==> config.mk <==
export PLATFORM = sky130hd
export DESIGN_NAME = intra_edge_sequencer
export DESIGN_NICKNAME = d
export VERILOG_FILES = /design/src/rtl/intra_edge_sequencer.sv
export SDC_FILE = /design/constraint.sdc
export NUM_CORES = 1
export LEC_CHECK = 0
export ABC_AREA = 1
export CAP_MARGIN = 0
export CORE_MARGIN = 4
export CORE_UTILIZATION = 30
export DETAILED_ROUTE_END_ITERATION = 10
export GPL_TIMING_DRIVEN = 0
export SLEW_MARGIN = 20
export SYNTH_ARGS = -nofsm -noshare
export SYNTH_HDL_FRONTEND = slang
export SYNTH_SLANG_ARGS = --single-unit
==> constraint.sdc <==
create_clock -name clk -period 26.6 [get_ports clk]
set_input_delay 5.32 -clock clk [delete_from_list [all_inputs] [get_ports clk]]
set_output_delay 5.32 -clock clk [all_outputs]
set_load 0.005 [all_outputs]
==> src/rtl/intra_edge_sequencer.sv <==
// Sequencer for one intra-prediction edge: collects the reference pixel and above row,
// hands them to an external smoothing filter (or bypasses it), then streams the result out.
module intra_edge_sequencer #(
  parameter int unsigned N_PIX          = 8,
  parameter int unsigned FILTER_LATENCY = 1,
  localparam int unsigned PIX_W         = 30,
  localparam int unsigned STR_W         = 10
) (
  input  logic                        clk,
  input  logic                        reset,
  input  logic                        start,
  input  logic [STR_W-1:0]            strength_in,
  input  logic                        in_valid,
  output logic                        in_ready,
  input  logic [PIX_W-1:0]            in_data,
  output logic [PIX_W-1:0]            referencePixel,
  output logic [STR_W-1:0]            filter_strength,
  output logic [N_PIX-1:0][PIX_W-1:0] input_array,
  output logic                        filt_start,
  input  logic [N_PIX-1:0][PIX_W-1:0] filtered_array,
  output logic                        out_valid,
  input  logic                        out_ready,
  output logic [PIX_W-1:0]            out_data,
  output logic                        busy,
  output logic                        done
);

  localparam int unsigned CNT_W  = $clog2(N_PIX + 1);
  localparam int unsigned WAIT_W = (FILTER_LATENCY < 1) ? 1 : $clog2(FILTER_LATENCY + 1);

  localparam logic [2:0] S_IDLE  = 3'd0;
  localparam logic [2:0] S_LOAD  = 3'd1;
  localparam logic [2:0] S_ISSUE = 3'd2;
  localparam logic [2:0] S_WAIT  = 3'd3;
  localparam logic [2:0] S_DRAIN = 3'd4;

  logic [2:0]                  state, state_n;
  logic [CNT_W-1:0]            cnt, cnt_n;
  logic [CNT_W-1:0]            idx, idx_n;
  logic [WAIT_W-1:0]           wait_cnt, wait_n;
  logic [N_PIX-1:0][PIX_W-1:0] result, result_n;

  logic [STR_W-1:0]            strength_n;
  logic [PIX_W-1:0]            ref_n;
  logic [N_PIX-1:0][PIX_W-1:0] arr_n;
  logic                        in_ready_n, out_valid_n, filt_start_n, busy_n, done_n;
  logic [PIX_W-1:0]            out_data_n;

  // Next-state, datapath and registered-output decode
  always_comb begin
    state_n    = state;
    cnt_n      = cnt;
    idx_n      = idx;
    wait_n     = wait_cnt;
    result_n   = result;
    strength_n = filter_strength;
    ref_n      = referencePixel;
    arr_n      = input_array;
    done_n     = 1'b0;

    case (state)
      S_IDLE: begin
        // done is high in the first IDLE cycle; a start coinciding with it is dropped
        if (start && !done) begin
          strength_n = (strength_in > STR_W'(3)) ? STR_W'(3) : strength_in;
          cnt_n      = '0;
          idx_n      = '0;
          state_n    = S_LOAD;
        end
      end
      S_LOAD: begin
        if (in_valid && in_ready) begin
          if (cnt == '0) ref_n = in_data;
          for (int k = 0; k < int'(N_PIX); k++) begin
            if (cnt == CNT_W'(k + 1)) arr_n[k] = in_data;
          end
          cnt_n = cnt + CNT_W'(1);
          if (cnt == CNT_W'(N_PIX)) begin
            if (filter_strength != '0) begin
              state_n = S_ISSUE;
            end else begin
              result_n = arr_n;
              idx_n    = '0;
              state_n  = S_DRAIN;
            end
          end
        end
      end
      S_ISSUE: begin
        wait_n  = WAIT_W'(FILTER_LATENCY);
        state_n = S_WAIT;
      end
      S_WAIT: begin
        if (wait_cnt <= WAIT_W'(1)) begin
          wait_n   = '0;
          result_n = filtered_array;
          idx_n    = '0;
          state_n  = S_DRAIN;
        end else begin
          wait_n = wait_cnt - WAIT_W'(1);
        end
      end
      S_DRAIN: begin
        if (out_valid && out_ready) begin
          if (idx == CNT_W'(N_PIX - 1)) begin
            idx_n   = '0;
            done_n  = 1'b1;
            state_n = S_IDLE;
          end else begin
            idx_n = idx + CNT_W'(1);
          end
        end
      end
      default: state_n = S_IDLE;
    endcase

    in_ready_n   = (state_n == S_LOAD);
    out_valid_n  = (state_n == S_DRAIN);
    filt_start_n = (state_n == S_ISSUE);
    busy_n       = (state_n != S_IDLE);

    out_data_n = '0;
    if (state_n == S_DRAIN) begin
      for (int k = 0; k < int'(N_PIX); k++) begin
        if (idx_n == CNT_W'(k)) out_data_n = result_n[k];
      end
    end
  end

  // State, buffers and outputs
  always_ff @(posedge clk or posedge reset) begin
    if (reset) begin
      state           <= S_IDLE;
      cnt             <= '0;
      idx             <= '0;
      wait_cnt        <= '0;
      result          <= '0;
      filter_strength <= '0;
      referencePixel  <= '0;
      input_array     <= '0;
      in_ready        <= 1'b0;
      out_valid       <= 1'b0;
      filt_start      <= 1'b0;
      busy            <= 1'b0;
      done            <= 1'b0;
      out_data        <= '0;
    end else begin
      state           <= state_n;
      cnt             <= cnt_n;
      idx             <= idx_n;
      wait_cnt        <= wait_n;
      result          <= result_n;
      filter_strength <= strength_n;
      referencePixel  <= ref_n;
      input_array     <= arr_n;
      in_ready        <= in_ready_n;
      out_valid       <= out_valid_n;
      filt_start      <= filt_start_n;
      busy            <= busy_n;
      done            <= done_n;
      out_data        <= out_data_n;
    end
  end

endmodule

* Word level (Yosys, flattened, before mapping) *
Cells that the tools add are included.
Widths: inputs -> output; s select.

operators by class
  muxes and demuxes = 47
  magnitude comparators = 2
  reduce and logical (&&, ||, !) cells = 15
  eq/ne operators = 25
  add/subtract/negate cells = 3

operators with widths
  cell                 number
  $mux 240             4
  $mux 30              17
  $pmux 240 s2         1
  $eq 4x3->1 const B   9
  $mux 4               9
  $mux 3               7
  $eq 4x2->1 const B   4
  $pmux 4 s4           1
  $pmux 3 s5           1
  $gt 10x2->1 const B  1
  $mux 10              1
  $reduce_bool 10->1   1
  $eq 3x2->1 const B   3
  $add 4x1->4 const B  2
  $eq 4x1->1 const B   2
  $logic_not 4->1      2
  $pmux 4 s2           1
  $eq 3x1->1 const B   2
  $eq 3x3->1 const B   2
  $reduce_and 3->1     2
  $eq 4x4->1 const B   1
  $mux 1               4
  $ne 2x2->1 const B   2
  $reduce_and 2->1     2
  other kinds (8)      11

word-level totals
  register bits after elaboration = 567
  output and inout bits = 315
  input port bits = 285

* Logic depth before layout (Yosys ltp) *
  word-level depth = 15
  mapped depth = 20

* Worst setup path before layout *
OpenSTA, ideal clock, no wires.

  kind = input port to flip-flop
  from = in in_valid
  to = reg out_data[23]
  stages = 14
  path slack = 19.606 ns
  data arrival time = 6.869 ns
  buffers on the path = 2
  setup time = 0.126 ns
  required time = 26.474 ns
  path through = nand2_1 nor2_4 nand3_4 nand2_4 nand2_4 a21oi_1 nor2_4 and2_1 buf_4 buf_4 a21oi_1 nand3_1 nand2_1 a21oi_2

on the way
  word-level cells in the longest chain between the ends = 13

ends and longest elaborated chain
  what                    RTL line  RTL
  start: declaration      13        input logic in_valid,
  $logic_and 1x1->1 (*)   72        if (in_valid && in_ready) begin
  $mux 4                  72
  $pmux 4 s4              61        case (state)
  $logic_not 4->1         125       if (idx_n == CNT_W'(k)) out_data_n = result_n[k];
  $mux 30 (8 in series)   125
  $mux 30 (*)             123       if (state_n == S_DRAIN) begin
  net out_data_n[23]      47        logic [PIX_W-1:0] out_data_n;
  end signal: assignment  161       out_data <= out_data_n;
  end: declaration        23        output logic [PIX_W-1:0] out_data,

The timed path passes the listed nets; every way through them passes the cells marked *.
A chain may end at the register's enable or synchronous reset.

* Final worst setup path *
  from = in in_valid
  to = reg out_data[12]

The elaborated chain is that of the path after synthesis.

==> metrics <==
Cells after Synth=approximately 3500; Clock Skew=~0.028 ns; cell family with most CP delay=simple AND/OR/NAND/NOR gates; Die Span Y=around 300 um; Max Cap Viol=0; I/O pins=600; vias per inst=about 5.3; Top cell by count, worst path=nand2_1; total wire length=150 mm; flop and latch count out of synthesis=566; initial cell density of the core=30.3%; Hold Crit Class=flop to flop; Post-Syn Area=between 20000 and 30000 sq um; async set-or-reset flop fraction in the synthesized netlist=between 90% and 100%; Max clock buf depth=3; outcome=finished clean; Seq. cell area=roughly 14000 sq um; Period minus WS final=approximately 8.4 ns; standard-cell row count=roughly 110; EDFF count, synth=0; slew margin rel.=between 10% and 20%; YS warnings=0; CTS buffer count=67; clk sinks=around 570; multi-input logic area=around 11000 sq um; Synth cell types=38; Area Growth Syn to Fin=37.1%; filler instances=around 9100; clock slew at reported path FFs=about 0.060 ns; slowest stage cell, crit path=a211oi_1; final net count=approximately 4500; largest net degree at the start of global routing=between 90 and 100; Slew @ Worst Pin=roughly 1.2 ns; Buf/Inv on CP=3; aggregate global-route resource usage=a little under a third; final setup vio count=0; Top FF cell, synth=dfrtp_1; Max Freq=between 100 and 150 MHz; Syn Nets=about 3800; Setup CP Type=input port to flop; DRT iter0 DRCs=approximately 3500; Total Die Area=between 90000 and 100000 sq um; number of antenna-violating nets in the routed design=0; initial antenna violation count=35; Clock Tree Root=clkbuf_16; vias in the first global route=roughly 26000; Final Hold Vio Count=0; GRT overflow=0; Place WS=about 18 ns; drt drc=0; worst path cell trace=clkdlybuf4s50_1 -> nand2_1 -> nor2_4 -> nand3_4 -> nand2_4 -> nand2_1 -> buf_2 -> buf_1 -> a211oi_1 -> nor2_1 -> nor2_1 -> nand3_1 -> nand2_1 -> a21oi_1; Worst Path Max Fanout=10; final setup margin=about 18 ns; CTS tree=yes; hpwl dp=between 100 and 150 mm; post-layout power=3.58 mW; crit path DAT=between 8 and 9 ns; Post-CTS Resized=0; hold buffer count at CTS=0; Required @ worst endpoint=27.06 ns; # Post-CTS Setup Buffers=0; Final period util=31.6%; H-tree levels=3; DIE WIDTH=307 um; Worst-Skew Late Latency=about 0.62 ns; peak supply drop=42.6 uV; post-synthesis sequential area ratio=a little over half; max-slew violations=0; Avg Cell Area, Syn=between 7 and 8 sq um; CP Launch Type=input port; first-pass GRT wire length=approximately 200 mm; Core Box Area=~90000 sq um; RSZ-0062 raised after global routing=false; DRT Pass-1 Iters=7; Leakage Power=~18 nW; layout cells sized above 1=5.43%; via count=28600; delay of the slowest critical-path stage=about 0.63 ns; Port Buf Inserts=about 600; wire per inst=between 20 and 30 um; P per Cell Area=slightly below 100 nW/um^2; Crit. End Element=flop; GPL Wtd Cong=roughly 0.97
==> kinds of logic after synthesis <==
kind of cell	share of synthesized area [%]
flip-flops	52.7
buffers and inverters	5.70
AND/OR/NAND/NOR	29.8
AO/OA/AOI/OAI	11.6
adder cells (fa/ha/maj)	0.233
==> Yosys cell counts (all sizes together), types with 6 or more instances <==
cell type / number / area share, %
a21oi: 94 / 1.8
a221oi: 6 / 0.20
a22oi: 66 / 1.8
buf: 67 / 1.4
clkbuf: 149 / 2.1
dfrtp: 566 / 53
inv: 160 / 2.2
nand2: 1637 / 23
nand3: 197 / 3.8
nand4: 17 / 0.40
nor2: 99 / 1.5
nor3: 8 / 0.15
o211ai: 18 / 0.50
o21ai: 320 / 6.0
o21bai: 6 / 0.17
o221ai: 27 / 0.88
or2: 34 / 0.79
==> flip-flops by register name (all words and copies together) (netlist names), 3 cells and up <==
| register | cells |
|---|---|
| input_array | 240 |
| result | 240 |
| out_data | 30 |
| referencePixel | 30 |
| filter_strength | 10 |
| cnt | 4 |
| idx | 4 |
| state | 3 |
==> report_power, final <==
group	switching (mW)	internal [mW]	leakage, nW
registers	0.144	1.09	7.52
logic	0.889	0.488	8.95
clock network	0.394	0.571	1.10
==> stage by stage <==
stage	hold slack [ns]	TNS, ns	instances	instance area (sq um)	util (%)
floorplan	0.434	0	3491	26900	-
global placement	0.450	-1496.38	5255	34300	38.7
detailed placement	0.456	0	5261	34500	38.9
CTS	0.469	0	5379	36800	41.5
global route	0.490	0	5394	36800	41.5
finish	0.475	0	5414	36800	41.6
==> per-layer routing <==
layer	vias to the layer above	track usage (%)	routed length, um
met5	-	0	62
met4	10	19.6	9960
met3	349	8.47	16600
met2	1770	45.9	65600
met1	13900	39.1	57900
li1	12700	-	-
==> cell usage in the layout, fill, tap and decap left out, drive strengths merged, types with 66 or more instances in the layout <==
| master | instances |
|---|---|
| clkbuf | 250 |
| clkdlybuf4s50 | 599 |
| buf | 73 |
| nand2 | 1637 |
| nor2 | 99 |
| o21ai | 320 |
| a21oi | 94 |
| dfrtp | 566 |
| nand3 | 197 |
| a22oi | 66 |
| inv | 160 |
==> final cells by class <==
type | count | share of cell area, %
multi-input cells | 2547 | 30.4
diodes | 35 | 0.238
well taps | 1165 | 3.96
repair buffers | 605 | 16.7
flip-flops and latches | 566 | 38.4
clock inverters | 17 | 0.523
clock buffers | 101 | 5.57
plain buffers | 216 | 2.51
inverters | 162 | 1.67
==> worst paths after layout <==
path,from,to,slack (ns),cells past startpoint
setup reg to reg,cnt[0]$_DFFE_PP0P_,out_data[12]$_DFF_PP0_,22.58,15
hold / removal,result[93]$_DFF_PP0_,result[93]$_DFF_PP0_,0.47,2
setup / recovery,in_valid,out_data[12]$_DFF_PP0_,18.19,14
min in group asynchronous,reset,input_array[43]$_DFFE_PP0P_,5.19,2
hold reg to reg,result[93]$_DFF_PP0_,result[93]$_DFF_PP0_,0.47,2
max in group asynchronous,reset,input_array[140]$_DFFE_PP0P_,19.76,5
==> worst register-to-register path, cell delays in order, from the launching register on <==
cell and delay, ns:
dfrtp_1 0.42, inv_1 0.12, ha_1 0.26, nand3_4 0.16
nor2_4 0.18, nand3_4 0.17, nand2_4 0.13, nand2_1 0.21
buf_2 0.28, buf_1 0.32, a211oi_1 0.64, nor2_1 0.09
nor2_1 0.28, nand3_1 0.27, nand2_1 0.23, a21oi_1 0.11
Note: power is estimated with default switching activity, not from simulation.
